==> src/rtl/uart_tx_8n1.sv <==
// ----------------------------------------------------------------------------
// uart_tx_8n1
//
// Byte-wide 8N1 UART transmitter. One byte is accepted per valid/ready
// handshake and shifted out as 1 start bit (low), 8 data bits LSB first and
// 1 stop bit (high). Bit timing comes from a clock-enable style baud counter
// running on the system clock, so no derived clock is generated.
//
// Parameters
//   FSYS_CLK  system clock frequency in Hz
//   BAND_SET  line baud rate; DIV = FSYS_CLK / BAND_SET cycles per bit (>= 2)
//
// Ports
//   clk_50mhz  system clock, all logic on its rising edge
//   rst_n      asynchronous active-low reset
//   tx_data    byte to send, sampled only on the acceptance edge
//   tx_valid   request to send tx_data
//   tx_ready   registered, high while idle and able to accept a byte
//   tx         registered serial line, idles high
//   tx_done    registered one-cycle pulse when a stop bit completes
// ----------------------------------------------------------------------------
module uart_tx_8n1 #(
   parameter int FSYS_CLK = 50_000_000,
   parameter int BAND_SET = 115200
) (
   input  logic       clk_50mhz,
   input  logic       rst_n,
   input  logic [7:0] tx_data,
   input  logic       tx_valid,
   output logic       tx_ready,
   output logic       tx,
   output logic       tx_done
);

   localparam int          DIV      = FSYS_CLK / BAND_SET;
   localparam logic [15:0] DIV_LAST = 16'(DIV - 1);

   typedef enum logic [1:0] {
      IDLE,
      START,
      DATA,
      STOP
   } state_t;

   state_t      state_q;
   logic [15:0] baudCnt_q;
   logic [15:0] baudCnt_d;
   logic [2:0]  bitIdx_q;
   logic [7:0]  shift_q;
   logic        tx_q;
   logic        ready_q;
   logic        done_q;
   logic        bitEnd;

   // The last cycle of every bit is where the counter reaches DIV-1; the
   // counter then wraps so the next bit starts at phase 0 again.
   assign bitEnd    = (baudCnt_q == DIV_LAST);
   assign baudCnt_d = bitEnd ? 16'd0 : baudCnt_q + 16'd1;

   // Single registered FSM. The line value for the next bit is loaded on the
   // same edge that moves into that bit, which keeps tx glitch-free and
   // exactly one cycle behind the acceptance edge. In IDLE the counter is
   // held at zero so each frame is phase-aligned to its own acceptance.
   always_ff @(posedge clk_50mhz or negedge rst_n) begin
      if (!rst_n) begin
         state_q   <= IDLE;
         baudCnt_q <= 16'd0;
         bitIdx_q  <= 3'd0;
         shift_q   <= 8'h00;
         tx_q      <= 1'b1;
         ready_q   <= 1'b1;
         done_q    <= 1'b0;
      end else begin
         done_q <= 1'b0;
         case (state_q)
            IDLE: begin
               baudCnt_q <= 16'd0;
               if (tx_valid && ready_q) begin
                  shift_q  <= tx_data;
                  bitIdx_q <= 3'd0;
                  state_q  <= START;
                  tx_q     <= 1'b0;
                  ready_q  <= 1'b0;
               end
            end
            START: begin
               baudCnt_q <= baudCnt_d;
               if (bitEnd) begin
                  state_q <= DATA;
                  tx_q    <= shift_q[0];
               end
            end
            DATA: begin
               baudCnt_q <= baudCnt_d;
               if (bitEnd) begin
                  shift_q  <= {1'b0, shift_q[7:1]};
                  bitIdx_q <= bitIdx_q + 3'd1;
                  if (bitIdx_q == 3'd7) begin
                     state_q <= STOP;
                     tx_q    <= 1'b1;
                  end else begin
                     tx_q <= shift_q[1];
                  end
               end
            end
            STOP: begin
               baudCnt_q <= baudCnt_d;
               if (bitEnd) begin
                  state_q <= IDLE;
                  ready_q <= 1'b1;
                  done_q  <= 1'b1;
               end
            end
            default: begin
               state_q <= IDLE;
               tx_q    <= 1'b1;
               ready_q <= 1'b1;
            end
         endcase
      end
   end

   assign tx       = tx_q;
   assign tx_ready = ready_q;
   assign tx_done  = done_q;

endmodule
==> config.mk <==
export PLATFORM = sky130hd
export DESIGN_NAME = uart_tx_8n1
export DESIGN_NICKNAME = d
export VERILOG_FILES = /design/src/rtl/uart_tx_8n1.sv
export SDC_FILE = /design/constraint.sdc
export NUM_CORES = 1
export LEC_CHECK = 0
export CORE_AREA = 2 2 62 108
export CTS_CLUSTER_SIZE = 10
export DETAILED_ROUTE_END_ITERATION = 12
export DIE_AREA = 0 0 64 110
export HOLD_SLACK_MARGIN = 0.1
export PLACE_DENSITY = 0.48
export SYNTH_ARGS = -nofsm -noshare
export SYNTH_HDL_FRONTEND = slang
export SYNTH_SLANG_ARGS = --single-unit
==> constraint.sdc <==
create_clock -name clk_50mhz -period 2.8 [get_ports clk_50mhz]
set_input_delay 0.84 -clock clk_50mhz [delete_from_list [all_inputs] [get_ports clk_50mhz]]
set_output_delay 0.84 -clock clk_50mhz [all_outputs]
set_load 0.005 [all_outputs]
==> run_results.csv, run 1 <==
group,metric,value,unit
worst_setup_path,cp_cell_sequence,"clkdlybuf4s50_1",
run_status,outcome,"finished, final reports clean",
worst_setup_path,critPathRequiredTime,1960,ps
floorplanning,die_area,7040,sq um
timing,min_period,2180,ps
min_path,hp-start,"tx_ready",
floorplanning,dieHeight,110,um
finish,fin_nets,229,
worst_setup_path,crit_path_max_incr_delay,560,ps
global_route,grt_overflow_total,0,
route,drc,0,
finish,post-route-util,34.2,%
min_path,min_path_type,"reg -> reg",
timing,clock-skew-final,8.69,ps
clock_network,cts_buffers,5,
timing,hold_viol,0,
placement,gp_congestion,0.727,
worst_setup_path,crit_cells,1,
timing,finalMaxSlewViolations,0,
clock_network,path_clk_slew,70,ps
global_route,grt_pass1_vias,1413,
global_route,grt.total_usage,12.9,%
placement,dpl.hpwl,2810,um
synthesis,synth_edf_count,0,
synthesis,syn-cell-area,1810,sq um
global_route,grtUsageMet3,2.44,%
route,wire_per_inst,13.9,um
timing,max_freq,458,MHz
timing,finalSetupTns,0,ps
synthesis,ys_types,37,
clock_network,clock_latency,290,ps
timing,max_slew_margin,51.3,%
clock_network,ctsHtreeMaxLevel,2,
placement,dpl_cell_area,2000,sq um
clock_network,postCtsHoldBufs,0,
finish,fin_area,2100,sq um
route,dr.pass1.iters,4,
clock_network,root_buffer,"clkbuf_8",
min_path,min_to,"tx_ready",
worst_setup_path,rrSetupSlack,820,ps
synthesis,synth-main-ff-cell,"dfrtp_1",
global_route,grt_busiest_layer,"met2",
timing,tightestPinTransition,726,ps
clock_network,cts_tree,"done",
global_route,use_met1,13.8,%
synthesis,syn_nets,214,
worst_setup_path,ff2ff_path_depth,6,
clock_network,clock_sinks,32,
synthesis,synth.yosys.warnings,0,
synthesis,syn_area_per_cell,9.31,sq um
route,drt_iter0_markers,59,
synthesis,async_flop_share,100,%
global_route,use_met2,24.0,%
worst_setup_path,reg2reg_to,"baudCnt_q[6]",
floorplanning,dieWidth,64,um
clock_network,post_cts_buffers,0,
synthesis,synth-seq-area-share,44.5,%
pwr,vdd.ir_drop.worst,0.155,mV
placement,port-buffer-count,13,
flow_run,cap_violations,0,
synthesis,synth_area_leaders,"dfrtp_1 42%, xnor2_1 6.3%, ha_1 6.2%, nand2_1 6.0%, nor2_1 4.8%",
worst_setup_path,crit_family,"flip-flops",
worst_setup_path,critPathSlowestCell,"dfstp_2",
synthesis,synth_top_area_share,41.6,%
timing,setup_violations,0,
global_route,antenna_found_initial,0,
floorplanning,initial_utilization,29.4,%
pwr,power.leakage,0.848,nW
route,viasPerCell,4.90,
floorplanning,core,6130,sq um
global_route,grt_max_degree,33,
pwr,p_per_area,413,nW/um^2
synthesis,netlist_instances,194,
timing,grt_setup_unrepaired,"false",
route,via_count,1422,
floorplanning,rows,38,
timing,whs,501,ps
finish,area.growth.synth_to_final,16.1,%
floorplanning,io_pins,14,
pwr,report.power.total,0.000866,W
worst_setup_path,crit_path_start_kind,"flip-flop",
synthesis,synth_top_area_cell,"dfrtp_1",
finish,drive_gt1_share,7.62,%
worst_setup_path,timing.rr.start,"baudCnt_q[1]",
worst_setup_path,crit_type,"reg -> out",
min_path,worstHoldPathCells,2,
timing,min_period_over_period,78.0,%
worst_setup_path,end_kind,"primary output",
worst_setup_path,timing.critical_path.buf_inv,1,
synthesis,ys_ff_latch,32,
route,ant_nets,0,
clock_network,ctsResizeCount,0,
worst_setup_path,cp_max_fo,4,
clock_network,clk_path_buf_depth,2,
finish,antenna_cells,0,
route,wl,4030,um
global_route,grt_pass1_wl,6890,um
worst_setup_path,worstPathArrival,1340,ps
worst max path at each step:
stage,startpoint,to
after global routing,tx,tx
after global placement,tx_valid,shift_q[7]
after detailed placement,tx_valid,bitIdx_q[0]
final,tx_ready,tx_ready
after CTS,tx,tx
after floorplan,baudCnt_q[0],state_q[1]
final cells by class:
cell class / instances / area [sq um]
Fill cell: 630 / 4040
Sequential cell: 32 / 803
Clock inverter: 2 / 10.0
Timing Repair Buffer: 17 / 160
Tap cell: 80 / 100
Inverter: 9 / 33.8
Clock buffer: 6 / 82.6
Multi-Input combinational cell: 144 / 906
metrics by stage:
stage	setup slack [ps]	std cells
after floorplan	1130	194
after global placement	505	282
after detailed placement	478	282
after CTS	589	290
after global routing	570	290
final	615	290
where the power goes:
| group | leakage [nW] | switching (W) | internal (W) |
|---|---|---|---|
| Sequential | 0.368 | 0 | 0.000462 |
| Clock | 0.0510 | 0.000182 | 0.000196 |
| Combinational | 0.429 | 0.0000116 | 0.0000133 |
| Total | 0.848 | 0.000194 | 0.000672 |
synthesized netlist by cell type, drive strengths merged (2+ instances only):
| library cell | count |
|---|---|
| dfrtp | 30 |
| clkbuf | 3 |
| nand4 | 13 |
| dfstp | 2 |
| nor2 | 23 |
| nand2 | 29 |
| ha | 9 |
| o21ai | 4 |
| nor4 | 4 |
| nor4b | 4 |
| a2bb2oi | 7 |
| xnor2 | 13 |
| nor3 | 5 |
| buf | 6 |
| o211ai | 3 |
| inv | 9 |
| nand3 | 13 |
logic make-up after synthesis:
group,synth area share (%)
and+or+nand+nor,26.7
DFF,44.5
adders and majority gates,6.24
xor gates and xnor gates,6.79
buffers and inverters,5.34
muxes,1.39
AOI/OAI and AO/OA,9.08
sequential cells by signal, indices dropped and copies added (netlist names):
name	flops
baudCnt_q	16
shift_q	8
bitIdx_q	3
state_q	2
tx	1
tx_done	1
tx_ready	1
cell usage in the layout, fill, tap and decap left out, types with 5 or more instances in the layout:
cell,count
dfrtp_1,30
nand2_1,29
nor2_1,23
nand3_1,13
nand4_1,13
xnor2_1,13
clkdlybuf4s50_1,13
inv_1,9
ha_1,9
a2bb2oi_1,7
clkbuf_8,6
nor3_1,5
metal layers:
metal	part of all wire [%]	routed length (um)
met1	42	1680
met2	54	2170
met3	2.9	115
met4	1.6	63
met5	0	0
No activity file was read; power rests on OpenSTA's default activity.
==> inputs of run 2 (changes only) <==
Settings changed: PLACE_DENSITY 0.48 to 0.49.
Clock period 2.8 ns to 1.83 ns, I/O delays scaled along.
==> run 2 against run 1 <==
- wire length increased by 5.4%
- non-clock buffer count grew 25
- clock skew up 2.2 ps
- first-iteration DRC count grew 97%
- critical path depth rose by 4
- hold slack barely moved
- final area grew 12%
- critical path type is now reg -> reg
- critical endpoint is now shift_q[6]
- largest cell class unchanged
- largest power group unchanged
- highest routed layer unchanged
==> run_results.csv, run 2 (same netlist as run 1, synthesis figures left out) <==
group,metric,value,unit
timing,whs,501,ps
timing,setup_violations,0,
flow_run,cap_violations,0,
global_route,grt.total_usage,13.8,%
global_route,grtUsageMet3,2.94,%
finish,area.growth.synth_to_final,29.7,%
finish,fin_nets,254,
floorplanning,dieHeight,110,um
global_route,grt_max_degree,33,
pwr,p_per_area,610,nW/um^2
finish,post-route-util,38.2,%
global_route,use_met1,13.4,%
route,drt_iter0_markers,116,
timing,finalSetupTns,0,ps
placement,dpl_cell_area,2230,sq um
floorplanning,dieWidth,64,um
worst_setup_path,crit_path_start_kind,"flip-flop",
route,via_count,1524,
clock_network,cts_buffers,5,
finish,max_flop_register,"baudCnt_q",
worst_setup_path,timing.rr.start,"baudCnt_q[13]",
worst_setup_path,critPathRequiredTime,2000,ps
timing,max_slew_margin,68.1,%
timing,min_period_over_period,95.3,%
worst_setup_path,crit_path_start,"baudCnt_q[13]",
finish,drive_gt1_share,17.9,%
route,viasPerCell,4.84,
timing,min_period,1740,ps
clock_network,path_clk_slew,80,ps
worst_setup_path,ff2ff_path_depth,5,
global_route,grt_pass1_wl,7370,um
finish,largest_reg_flops,16,
clock_network,ctsHtreeMaxLevel,2,
finish,fin_area,2340,sq um
global_route,grt_pass1_vias,1628,
worst_setup_path,critical_path.endpoint,"shift_q[6]",
clock_network,clock_latency,290,ps
floorplanning,initial_utilization,29.4,%
timing,clock-skew-final,10.9,ps
route,dr.pass1.iters,4,
floorplanning,die_area,7040,sq um
timing,max_freq,574,MHz
worst_setup_path,cp_max_fo,20,
clock_network,root_buffer,"clkbuf_8",
floorplanning,io_pins,14,
route,wl,4250,um
pwr,vdd.ir_drop.worst,0.322,mV
run_status,outcome,"finished, final reports clean",
route,drc,0,
clock_network,clk_path_buf_depth,2,
floorplanning,core,6130,sq um
global_route,grt_overflow_total,0,
global_route,use_met2,26.7,%
worst_setup_path,reg2reg_to,"shift_q[6]",
route,ant_nets,0,
worst_setup_path,crit_path_max_incr_delay,420,ps
finish,antenna_cells,0,
worst_setup_path,crit_type,"reg -> reg",
pwr,power.leakage,0.983,nW
timing,hold_viol,0,
worst_setup_path,worstPathArrival,1910,ps
finish,fill_cells,602,
finish,largest_registers,"baudCnt_q (16), shift_q (8), bitIdx_q (3)",
finish,layout_common_cells,"30 x dfrtp_1, 29 x nand2_1, 26 x buf_4",
finish,final_common_cell,"dfrtp_1",
worst_setup_path,rrSetupSlack,90,ps
timing,finalMaxSlewViolations,0,
timing,grt_setup_unrepaired,"false",
worst_setup_path,cp_cell_sequence,"nor4bb_1 -> and4_4 -> buf_12 -> a2bb2oi_1 -> nand3_1",
worst_setup_path,end_kind,"flip-flop",
floorplanning,rows,38,
global_route,grt_busiest_layer,"met2",
min_path,min_path_type,"reg -> reg",
timing,tightestPinTransition,472,ps
placement,dpl.hpwl,3080,um
placement,gp_congestion,0.741,
placement,port-buffer-count,13,
global_route,antenna_found_initial,0,
clock_network,cts_tree,"done",
worst_setup_path,critPathSlowestCell,"nor4bb_1",
clock_network,clock_sinks,32,
route,wire_per_inst,13.5,um
-- run 2: worst min-delay path by stage --
stage | startpoint | end | slack (ps) | cells after the start
after floorplan | rst_n | baudCnt_q[0] | 250 | 0
after global placement | shift_q[7] | shift_q[7] | 480 | 1
after detailed placement | shift_q[7] | shift_q[7] | 480 | 1
after CTS | tx_ready | tx_ready | 500 | 2
after global routing | shift_q[7] | shift_q[7] | 550 | 1
final | tx_ready | tx_ready | 500 | 2
-- run 2: metrics by stage --
stage          power (W)  instances  setup slack, ps
2_1_floorplan   0.000722        194              157
3_3_place_gp    0.000765        307            -58.1
3_5_place_dp    0.000765        307            -88.7
4_1_cts          0.00146        315             40.8
5_1_grt          0.00149        315             13.5
6_report         0.00143        315             86.8
-- run 2: what timing repair did --
item / CTS / global route
setup endpoints to repair: 3 / 11
buffers inserted: 0 / 0
endpoints found under the hold margin: 0 / 0
hold buffers: 0 / 0
gates cloned: 0 / 0
resized for setup: 3 / 2
-- run 2: area by class of cell --
cell class / count / area (sq um) / share of cell area [%]
inverter: 9 / 33.8 / 1.44
clock inverter: 2 / 35.0 / 1.50
clock buffer: 6 / 72.6 / 3.10
sequential: 32 / 803 / 34.3
timing repair buffer: 42 / 383 / 16.3
multi-input combinational: 144 / 915 / 39.0
tap: 80 / 100 / 4.27
-- run 2: metal layers --
layer | vias to the layer above | part of all wire [%]
li1 | 760 | -
met1 | 717 | 37
met2 | 36 | 55
met3 | 11 | 3.7
met4 | 0 | 3.6
met5 | - | 0
-- run 2: critical path, delay by kind of cell, from the launching register on --
family                 cells  cell delay, ps
AOI/OAI and AO/OA          1             190
and+or+nand+nor            3             870
DFF                        1             410
buffers and inverters      1             150
-- run 2: power breakdown --
group          switching (W)  internal [W]  leakage (nW)
combinational      0.0000186     0.0000234         0.560
sequential                 0      0.000707         0.368
clock               0.000276      0.000404        0.0552
total               0.000294       0.00113         0.983
==> inputs of run 3 (changes only) <==
Settings changed: SLEW_MARGIN set to 25.
==> results of run 3 <==
Same layout as run 2: the final DEF is identical, and so are final timing and power.
